File: src/rtl/seg7_pkg.sv
// Shared 7-segment constants and filter state encoding for the display encoder and the scan decoder.
package seg7_pkg;

   localparam int unsigned SEG_W = 7;
   localparam int unsigned BCD_W = 4;

   // Active-low segment patterns, bit6 = a down to bit0 = g
   localparam logic [SEG_W-1:0] SEG_0     = 7'b0000001;
   localparam logic [SEG_W-1:0] SEG_1     = 7'b1001111;
   localparam logic [SEG_W-1:0] SEG_2     = 7'b0010010;
   localparam logic [SEG_W-1:0] SEG_3     = 7'b0000110;
   localparam logic [SEG_W-1:0] SEG_4     = 7'b1001100;
   localparam logic [SEG_W-1:0] SEG_5     = 7'b0100100;
   localparam logic [SEG_W-1:0] SEG_6     = 7'b0100000;
   localparam logic [SEG_W-1:0] SEG_7     = 7'b0001111;
   localparam logic [SEG_W-1:0] SEG_8     = 7'b0000000;
   localparam logic [SEG_W-1:0] SEG_9     = 7'b0000100;
   localparam logic [SEG_W-1:0] SEG_DASH  = 7'b1111110;
   localparam logic [SEG_W-1:0] SEG_BLANK = 7'b1111111;

   localparam logic [BCD_W-1:0] BCD_INVALID = 4'hF;

   // Glitch filter states
   localparam logic [0:0] ST_SETTLE = 1'b0;
   localparam logic [0:0] ST_HELD   = 1'b1;

   // Forward encoding used by the display driver side
   function automatic logic [SEG_W-1:0] bcd_to_seg(input logic [BCD_W-1:0] bcd);
      logic [SEG_W-1:0] seg;
      case (bcd)
         4'd0:    seg = SEG_0;
         4'd1:    seg = SEG_1;
         4'd2:    seg = SEG_2;
         4'd3:    seg = SEG_3;
         4'd4:    seg = SEG_4;
         4'd5:    seg = SEG_5;
         4'd6:    seg = SEG_6;
         4'd7:    seg = SEG_7;
         4'd8:    seg = SEG_8;
         4'd9:    seg = SEG_9;
         default: seg = SEG_DASH;
      endcase
      return seg;
   endfunction

endpackage

File: src/rtl/seg7_to_bcd.sv
// Combinational inverse of the BCD-to-segment encoder; anything outside 0..9 is flagged illegal.
module seg7_to_bcd
   import seg7_pkg::*;
(
   input  logic [6:0] seg_n,
   output logic [3:0] bcd,
   output logic       legal
);

   always_comb begin
      bcd   = BCD_INVALID;
      legal = 1'b1;
      case (seg_n)
         SEG_0:   bcd = 4'd0;
         SEG_1:   bcd = 4'd1;
         SEG_2:   bcd = 4'd2;
         SEG_3:   bcd = 4'd3;
         SEG_4:   bcd = 4'd4;
         SEG_5:   bcd = 4'd5;
         SEG_6:   bcd = 4'd6;
         SEG_7:   bcd = 4'd7;
         SEG_8:   bcd = 4'd8;
         SEG_9:   bcd = 4'd9;
         default: legal = 1'b0;
      endcase
   end

endmodule

File: src/rtl/seg7_scan_decoder.sv
// Recovers per-digit BCD values from a multiplexed active-low 7-segment bus,
// with glitch filtering, illegal-pattern flags and aging of stale digits.
module seg7_scan_decoder
   import seg7_pkg::*;
#(
   parameter int unsigned NUM_DIGITS     = 4,
   parameter int unsigned STABLE_CYCLES  = 16,
   parameter int unsigned TIMEOUT_CYCLES = 1_000_000
) (
   input  logic                    clk,
   input  logic                    rst,
   input  logic [6:0]              seg_n,
   input  logic [NUM_DIGITS-1:0]   an_n,
   output logic [4*NUM_DIGITS-1:0] digit_val,
   output logic [NUM_DIGITS-1:0]   digit_valid,
   output logic [NUM_DIGITS-1:0]   digit_err,
   output logic                    an_err,
   output logic                    update
);

   localparam int unsigned BUS_W   = NUM_DIGITS + SEG_W;
   localparam int unsigned VAL_W   = BCD_W * NUM_DIGITS;
   localparam int unsigned CNT_W   = $clog2(STABLE_CYCLES);
   localparam int unsigned EPOCH_W = $clog2(TIMEOUT_CYCLES);
   localparam logic [CNT_W-1:0]   CNT_LAST   = CNT_W'(STABLE_CYCLES - 1);
   localparam logic [EPOCH_W-1:0] EPOCH_LAST = EPOCH_W'(TIMEOUT_CYCLES - 1);

   // Synchronizers idle at all-ones (blank, no anode) so reset never looks like a multi-anode frame
   logic [BUS_W-1:0] sync1;
   logic [BUS_W-1:0] sync2;
   logic [BUS_W-1:0] prev;

   always_ff @(posedge clk) begin
      if (rst) begin
         sync1 <= '1;
         sync2 <= '1;
         prev  <= '1;
      end else begin
         sync1 <= {an_n, seg_n};
         sync2 <= sync1;
         prev  <= sync2;
      end
   end

   logic match_c;
   assign match_c = (sync2 == prev);

   // Stability filter: one accept strobe per stable period
   logic [0:0]       state;
   logic [0:0]       state_nxt;
   logic [CNT_W-1:0] count;
   logic [CNT_W-1:0] count_nxt;
   logic             accept_c;

   always_ff @(posedge clk) begin
      if (rst) begin
         state <= ST_SETTLE;
         count <= '0;
      end else begin
         state <= state_nxt;
         count <= count_nxt;
      end
   end

   always_comb begin
      state_nxt = state;
      count_nxt = count;
      accept_c  = 1'b0;
      case (state)
         ST_SETTLE: begin
            if (!match_c) begin
               count_nxt = '0;
            end else if (count == CNT_LAST) begin
               accept_c  = 1'b1;
               state_nxt = ST_HELD;
            end else begin
               count_nxt = count + CNT_W'(1);
            end
         end
         ST_HELD: begin
            if (!match_c) begin
               state_nxt = ST_SETTLE;
               count_nxt = '0;
            end
         end
         default: begin
            state_nxt = ST_SETTLE;
            count_nxt = '0;
         end
      endcase
   end

   // Decode path on the synchronized bus
   logic [SEG_W-1:0]      seg_sync_c;
   logic [NUM_DIGITS-1:0] an_low_c;
   logic                  an_none_c;
   logic                  an_multi_c;
   logic [BCD_W-1:0]      bcd_c;
   logic                  legal_c;

   assign seg_sync_c = sync2[SEG_W-1:0];
   assign an_low_c   = ~sync2[BUS_W-1:SEG_W];
   assign an_none_c  = (an_low_c == '0);
   assign an_multi_c = ((an_low_c & (an_low_c - NUM_DIGITS'(1))) != '0);

   seg7_to_bcd u_seg7_to_bcd (
      .seg_n (seg_sync_c),
      .bcd   (bcd_c),
      .legal (legal_c)
   );

   // Free-running aging epoch
   logic [EPOCH_W-1:0] epoch;
   logic               wrap_c;
   assign wrap_c = (epoch == EPOCH_LAST);

   always_ff @(posedge clk) begin
      if (rst) begin
         epoch <= '0;
      end else begin
         epoch <= wrap_c ? '0 : epoch + EPOCH_W'(1);
      end
   end

   // Next output state; an accept on the wrap cycle overrides aging for that digit
   logic [NUM_DIGITS-1:0] refreshed;
   logic [NUM_DIGITS-1:0] refreshed_nxt;
   logic [NUM_DIGITS-1:0] hit_c;
   logic [VAL_W-1:0]      val_nxt;
   logic [NUM_DIGITS-1:0] valid_nxt;
   logic [NUM_DIGITS-1:0] err_nxt;
   logic                  an_err_nxt;
   logic                  update_nxt;

   always_comb begin
      val_nxt       = digit_val;
      valid_nxt     = digit_valid;
      err_nxt       = digit_err;
      an_err_nxt    = an_err;
      refreshed_nxt = refreshed;
      hit_c         = '0;
      if (accept_c && !an_none_c) begin
         if (an_multi_c) begin
            an_err_nxt = 1'b1;
         end else begin
            hit_c = an_low_c;
         end
      end
      if (wrap_c) begin
         valid_nxt     = digit_valid & refreshed;
         refreshed_nxt = '0;
      end
      for (int i = 0; i < int'(NUM_DIGITS); i++) begin
         if (hit_c[i]) begin
            val_nxt[BCD_W*i +: BCD_W] = bcd_c;
            valid_nxt[i]              = legal_c;
            err_nxt[i]                = !legal_c;
            refreshed_nxt[i]          = 1'b1;
         end
      end
      update_nxt = (val_nxt != digit_val) || (valid_nxt != digit_valid) || (err_nxt != digit_err);
   end

   always_ff @(posedge clk) begin
      if (rst) begin
         digit_val   <= '0;
         digit_valid <= '0;
         digit_err   <= '0;
         an_err      <= 1'b0;
         update      <= 1'b0;
         refreshed   <= '0;
      end else begin
         digit_val   <= val_nxt;
         digit_valid <= valid_nxt;
         digit_err   <= err_nxt;
         an_err      <= an_err_nxt;
         update      <= update_nxt;
         refreshed   <= refreshed_nxt;
      end
   end

endmodule

File: config.mk
export PLATFORM = sky130hd
export DESIGN_NAME = seg7_scan_decoder
export DESIGN_NICKNAME = d
export VERILOG_FILES = /design/src/rtl/seg7_pkg.sv /design/src/rtl/seg7_to_bcd.sv /design/src/rtl/seg7_scan_decoder.sv
export SDC_FILE = /design/constraint.sdc
export NUM_CORES = 1
export LEC_CHECK = 0
export CAP_MARGIN = 20
export CORE_MARGIN = 2
export CORE_UTILIZATION = 30
export CTS_BUF_LIST = sky130_fd_sc_hd__clkbuf_8 sky130_fd_sc_hd__clkbuf_16
export CTS_CLUSTER_DIAMETER = 60
export CTS_CLUSTER_SIZE = 10
export DETAILED_ROUTE_END_ITERATION = 6
export HOLD_SLACK_MARGIN = 0.03
export PLACE_DENSITY = 0.55
export SLEW_MARGIN = 30
export SYNTH_ARGS = -nofsm -noshare
export SYNTH_HDL_FRONTEND = slang
export SYNTH_HIERARCHICAL = 1
export SYNTH_SLANG_ARGS = --single-unit
File: constraint.sdc
create_clock -name clk -period 6 [get_ports clk]
set_clock_uncertainty 0.1 [all_clocks]
set_input_delay 1.8 -clock clk [delete_from_list [all_inputs] [get_ports clk]]
set_output_delay 1.8 -clock clk [all_outputs]
set_load 0.005 [all_outputs]
==> run metrics, run 1 <==
setup TNS 0 ns; nets@finish 477; R2R Setup Slk 2.48 ns; Area Growth Syn to Fin 21.3%; n_diodes 0; worst-skew pair later-pin latency 0.33 ns; Cells after DPL 623; TritonCTS Buffers 9; Die X between 100 and 150 um; Post-synth top cells 88 x dfxtp_1, 55 x nor2_1, 35 x nand2_1; worst path required time 6.09 ns; leading post-synthesis cells by cell area dfxtp_1 45%, xnor2_1 5.4%, nor2_1 5.3%; final RePlAce weighted congestion 0.858; post-synth top area share about 45%; crit path cell chain and4b_1, a32o_1, a31oi_4, nand3_2, nand2_1, xor2_1, nor4_1, nand3_1, o211ai_1, nor4b_1, a41oi_1; vias in the first global route 2914; dpl ws between 2 and 2.5 ns; Final Hold Viols 0; final setup vio count 0; gr ovfl total 0; DRT iter0 DRCs 210; Post-synth EDFFs 0; DR WL/cell 13.4 um; Leakage 1.63 nW; status completed; fill count 1327; Peak VDD IR between 0.15 and 0.2 mV; most common cell in the netlist dfxtp_1; Final WS setup 2.48 ns; Max Root-Sink Buffers 2; largest net degree at the start of global routing 36; number of I/O pins 39; cell count after synthesis 432; Tightest Pin Transition 0.817 ns; Syn Area/Cell 9.09 um2; layout cells sized above 1 13.3%; critical path fanouts, max 13; port buffer count 38; final period utilization around 59%; asr flop ratio synth 0%; worst min path class flip-flop to flip-flop; RSZ-0062 raised after global routing false; Non-Filler Instances 638; Final ANT Viol Nets 0; Mapped Nets roughly 450; slowest CP cell dfxtp_1; final WL 8540 um; crit start category flip-flop; Starting Density a little under a third; Mapped Area between 3000 and 4000 um2; CTS tree yes; DRC violations left 0; min cycle time layout 3.52 ns; core area between 10000 and 15000 um2; DP HPWL 6100 um; Slew Limit Fails 0; number of library cell types mapped by synthesis 55; first-pass GRT wire length 14500 um; area leader, netlist dfxtp_1; Crit. End Element flip-flop; # rows 41; Die Span Y 118 um; H-tree Lvls 3; top_reg_cell synth dfxtp_1; clk sinks between 80 and 90; Max Cap Violations 0; root cell of the clock tree clkbuf_16; TritonRoute pass-1 iters 5; post-synthesis sequential area ratio between 40% and 50%; area of the die approximately 14000 um2; vias 3058; Post-CTS Setup Bufs 0; warnings from Yosys 6; Rel. slew slack 45.5%; post_cts resized 0; Synth Register Bits 88; max incr delay on CP 0.45 ns; Reg clk slew, reported paths about 0.06 ns; Post-CTS Hold Buffers 0; Power Density about 260 nW/um2; Via density about 4.8; gr usage total 12.7%; Fmax 284 MHz; initial antenna violation count 0; crit path DAT roughly 3.6 ns; critical path class flip-flop to flip-flop
==> sequential cells by signal, indices dropped and copies added, names as in the netlist <==
register / flops
digit_valid: 4
update: 1
prev: 11
sync2: 11
an_err: 1
epoch: 20
refreshed: 4
sync1: 11
count: 4
state: 1
digit_val: 16
digit_err: 4
==> cell usage in the layout, fill, tap and decap left out, types with 3 or more instances in the layout <==
cell / count
nor3b_1: 3
inv_1: 10
or2_2: 33
nand4b_1: 3
a21oi_1: 20
xor2_1: 18
nor4b_1: 3
mux2i_1: 14
dfxtp_1: 88
nor2_1: 55
nor3_1: 5
o22ai_1: 3
o211ai_1: 6
nor2b_1: 7
nand3_1: 13
clkbuf_16: 9
clkdlybuf4s50_1: 37
nand4_1: 11
a31oi_1: 3
xnor2_1: 24
and2_1: 3
o21ai_0: 5
nand2_1: 35
nand2b_1: 5
nor4_1: 4
==> through the flow <==
stage	power, mW	hold WS, ns	util (%)	instance area [um2]
finish	1.26	0.309	37.4	4760
global route	1.31	0.326	37.4	4760
CTS	1.28	0.311	37.4	4760
detailed placement	0.675	0.297	34.9	4440
global placement	0.674	0.294	34.9	4440
floorplan	0.658	0.289	-	3930
==> layout make-up <==
cell class / instances / area, um2 / area share [%]
clock buffers: 9 / 225 / 4.73
clock inverters: 6 / 93.8 / 1.97
inverters: 10 / 37.5 / 0.788
multi-input cells: 314 / 2040 / 42.9
flip-flops and latches: 88 / 1760 / 37.0
well taps: 172 / 215 / 4.52
repair buffers: 39 / 383 / 8.04
==> final timing paths <==
path	depth (start not counted)	end	start
worst min-delay path	1	sync2[2]	sync1[2]
worst min register to register	1	sync2[2]	sync1[2]
worst max-delay path	11	update	sync2[5]
worst max register to register	11	update	sync2[5]
==> kinds of logic after synthesis <==
family | count (synthesis) | synth area share (%)
mux | 14 | 3.57
compound gates | 50 | 8.64
buf+inv | 30 | 3.03
simple gates | 205 | 29.5
flops | 88 | 44.9
fa+ha+maj | 2 | 0.637
xor+xnor | 43 | 9.79
==> critical path: cells and delay by family, from the launching register on <==
family / cells / cell delay (ns)
xor+xnor: 1 / 0.12
simple gates: 6 / 1.76
flops: 1 / 0.45
compound gates: 4 / 0.94
==> routing by layer <==
layer,part of all wire [%],up-vias,global-route usage (%)
met5,0,-,0
met4,0.84,0,3.27
met3,5.6,10,3.43
met2,45,73,19.3
met1,49,1431,17.6
li1,-,1544,-
==> where the power goes <==
part           internal, mW  total (mW)  switching (mW)  leakage, nW
logic                0.0254      0.0547          0.0293        0.763
registers             0.595       0.607          0.0116        0.716
clock network         0.365       0.599           0.234        0.152
total                 0.986        1.26           0.275         1.63
Power figures use the tool's default switching activity.
==> inputs of run 2 (changes only) <==
==> constraint.sdc (replaced) <==
create_clock -name clk -period 3.45 [get_ports clk]
set_clock_uncertainty 0.1 [all_clocks]
set_input_delay 1.035 -clock clk [delete_from_list [all_inputs] [get_ports clk]]
set_output_delay 1.035 -clock clk [all_outputs]
set_load 0.005 [all_outputs]
==> run 2 against run 1 <==
First-iteration DRC count decreased by 22%. Via count decreased by 0.13%. Wire length increased by 2.5%. Critical path type unchanged. Sequential power increased by 73%. Total power increased by 72%. Largest cell class unchanged. Die area unchanged. Non-clock buffer count increased by 5. Clock power increased by 70%. Sequential cell count unchanged. Maximum frequency increased by 25%.
==> run metrics, run 2 (synthesis gave the netlist of run 1 again) <==
vias in the first global route roughly 3000; worst min path class flip-flop to flip-flop; port buffer count 38; Worst R2R Path Depth 11; status completed; post_cts resized 0; number of I/O pins 39; # rows 41; vias 3054; critical path fanouts, max 8; DRC violations left 0; Rel. slew slack 53.5%; final WL just under 9000 um; Via density 4.74; crit path cell chain nor2_1, nor4bb_1, a31oi_1, nand3_2, nand2_1, xor2_1, nor4_1, nand3_1, o211ai_1, nor4b_1, a41oi_1; Final ANT Viol Nets 0; Area Growth Syn to Fin 22.1%; largest net degree at the start of global routing 38; crit path DAT 2.91 ns; Starting Density slightly above 30%; Placed Area around 4500 um2; n_diodes 0; CTS tree yes; nets@finish 482; CP bufs+invs 0; TritonCTS Buffers 9; largest register by flop count epoch; Crit. End Element flip-flop; Final Cell Area 4790 um2; Leakage 1.65 nW; Max Root-Sink Buffers 2; min cycle time layout 2.81 ns; fill count 1315; gr ovfl total 0; root cell of the clock tree clkbuf_16; final RePlAce weighted congestion around 0.86; Hold Path Origin sync1[2]; DRT iter0 DRCs 164; initial antenna violation count 0; Die Span Y 118 um; RR Endpoint update; Die X 118 um; Post-CTS Setup Bufs 0; Final Hold Viols 0; critical path class flip-flop to flip-flop; R2R Setup Slk 0.64 ns; Tightest Pin Transition 0.697 ns; DR WL/cell 13.6 um; RSZ-0062 raised after global routing false; max incr delay on CP 0.39 ns; gr usage total about an eighth; area of the die 14000 um2; first-pass GRT wire length 14800 um; slowest CP cell dfxtp_1; Reg clk slew, reported paths 0.07 ns; clk sinks 88; H-tree Lvls 3; Fmax 356 MHz; core area between 10000 and 15000 um2; most frequent cells in the layout 88 x dfxtp_1, 55 x nor2_1, 37 x clkdlybuf4s50_1; reg2reg start sync2[0]; DP HPWL 6440 um; Design Power 2.17 mW; Power Density about 450 nW/um2; Max Cap Violations 0; Post-CTS Hold Buffers 0; Largest regs epoch (20), digit_val (16); Worst Hold Depth 1; worst-skew pair later-pin latency 0.34 ns; Largest register FFs 20; setup TNS 0 ns; crit start category flip-flop; final setup vio count 0; Min Hold Slack roughly 0.31 ns; most common cell after layout, fill and taps aside dfxtp_1; Slew Limit Fails 0; layout cells sized above 1 ~14%; worst hold path endpoint sync2[2]; TritonRoute pass-1 iters 4; Peak VDD IR about 0.28 mV; final period utilization 81.4%; worst path required time 3.56 ns; largest delay contributor family on the critical path simple AND/OR/NAND/NOR gates
## run 2: changes by cell type in the layout (fill, tap and decap cells not counted)
cell,change
clkinv_4,-2
bufinv_16,-1
clkbuf_8,+1
buf_4,+5
inv_6,+1
inv_8,+1
clkinvlp_4,+1
## run 2: stage by stage
| stage | util, % | std cells | worst slack, ns |
|---|---|---|---|
| after floorplan | - | 432 | 0.707 |
| after global placement | 35.2 | 628 | 0.766 |
| after detailed placement | 35.2 | 628 | 0.688 |
| after CTS | 37.7 | 644 | 0.654 |
| after global routing | 37.7 | 644 | 0.319 |
| final | 37.7 | 644 | 0.643 |
## run 2: worst reg2reg max path: stages, from the launching register on
cell      delay (ns)
dfxtp_1         0.39
nor2_1          0.29
nor4bb_1        0.38
a31oi_1         0.09
nand3_2         0.11
nand2_1         0.09
xor2_1          0.15
nor4_1          0.39
nand3_1         0.12
o211ai_1        0.16
nor4b_1         0.27
a41oi_1         0.14
## run 2: cell type report
cell class	instances	area (um2)	area share [%]
clock inverter	6	73.8	1.54
sequential	88	1760	36.8
timing repair buffer	44	420	8.77
tap	172	215	4.49
multi-input combinational	314	2040	42.7
inverter	10	37.5	0.783
clock buffer	10	239	4.99
## run 2: worst max path at each step
| stage | cells after the start | start | to | slack (ns) |
|---|---|---|---|---|
| after detailed placement | 11 | sync2[0] | update | 0.69 |
| final | 11 | sync2[0] | update | 0.64 |
| after CTS | 11 | sync2[0] | update | 0.65 |
| after global placement | 11 | sync2[2] | update | 0.77 |
| after global routing | 11 | sync2[6] | update | 0.32 |
| after floorplan | 12 | sync2[5] | update | 0.71 |
## run 2: metal layers
layer | track usage, % | wire length [um]
met1 | 16.9 | 4300
met2 | 20.9 | 3930
met3 | 2.99 | 337
met4 | 5.21 | 188
met5 | 0 | 0
## run 2: report_power, final
group | total (mW) | switching, mW | leakage (nW) | internal (mW)
Clock | 1.02 | 0.425 | 0.148 | 0.591
Sequential | 1.05 | 0.0198 | 0.716 | 1.03
Combinational | 0.0960 | 0.0514 | 0.785 | 0.0446
Total | 2.17 | 0.496 | 1.65 | 1.67
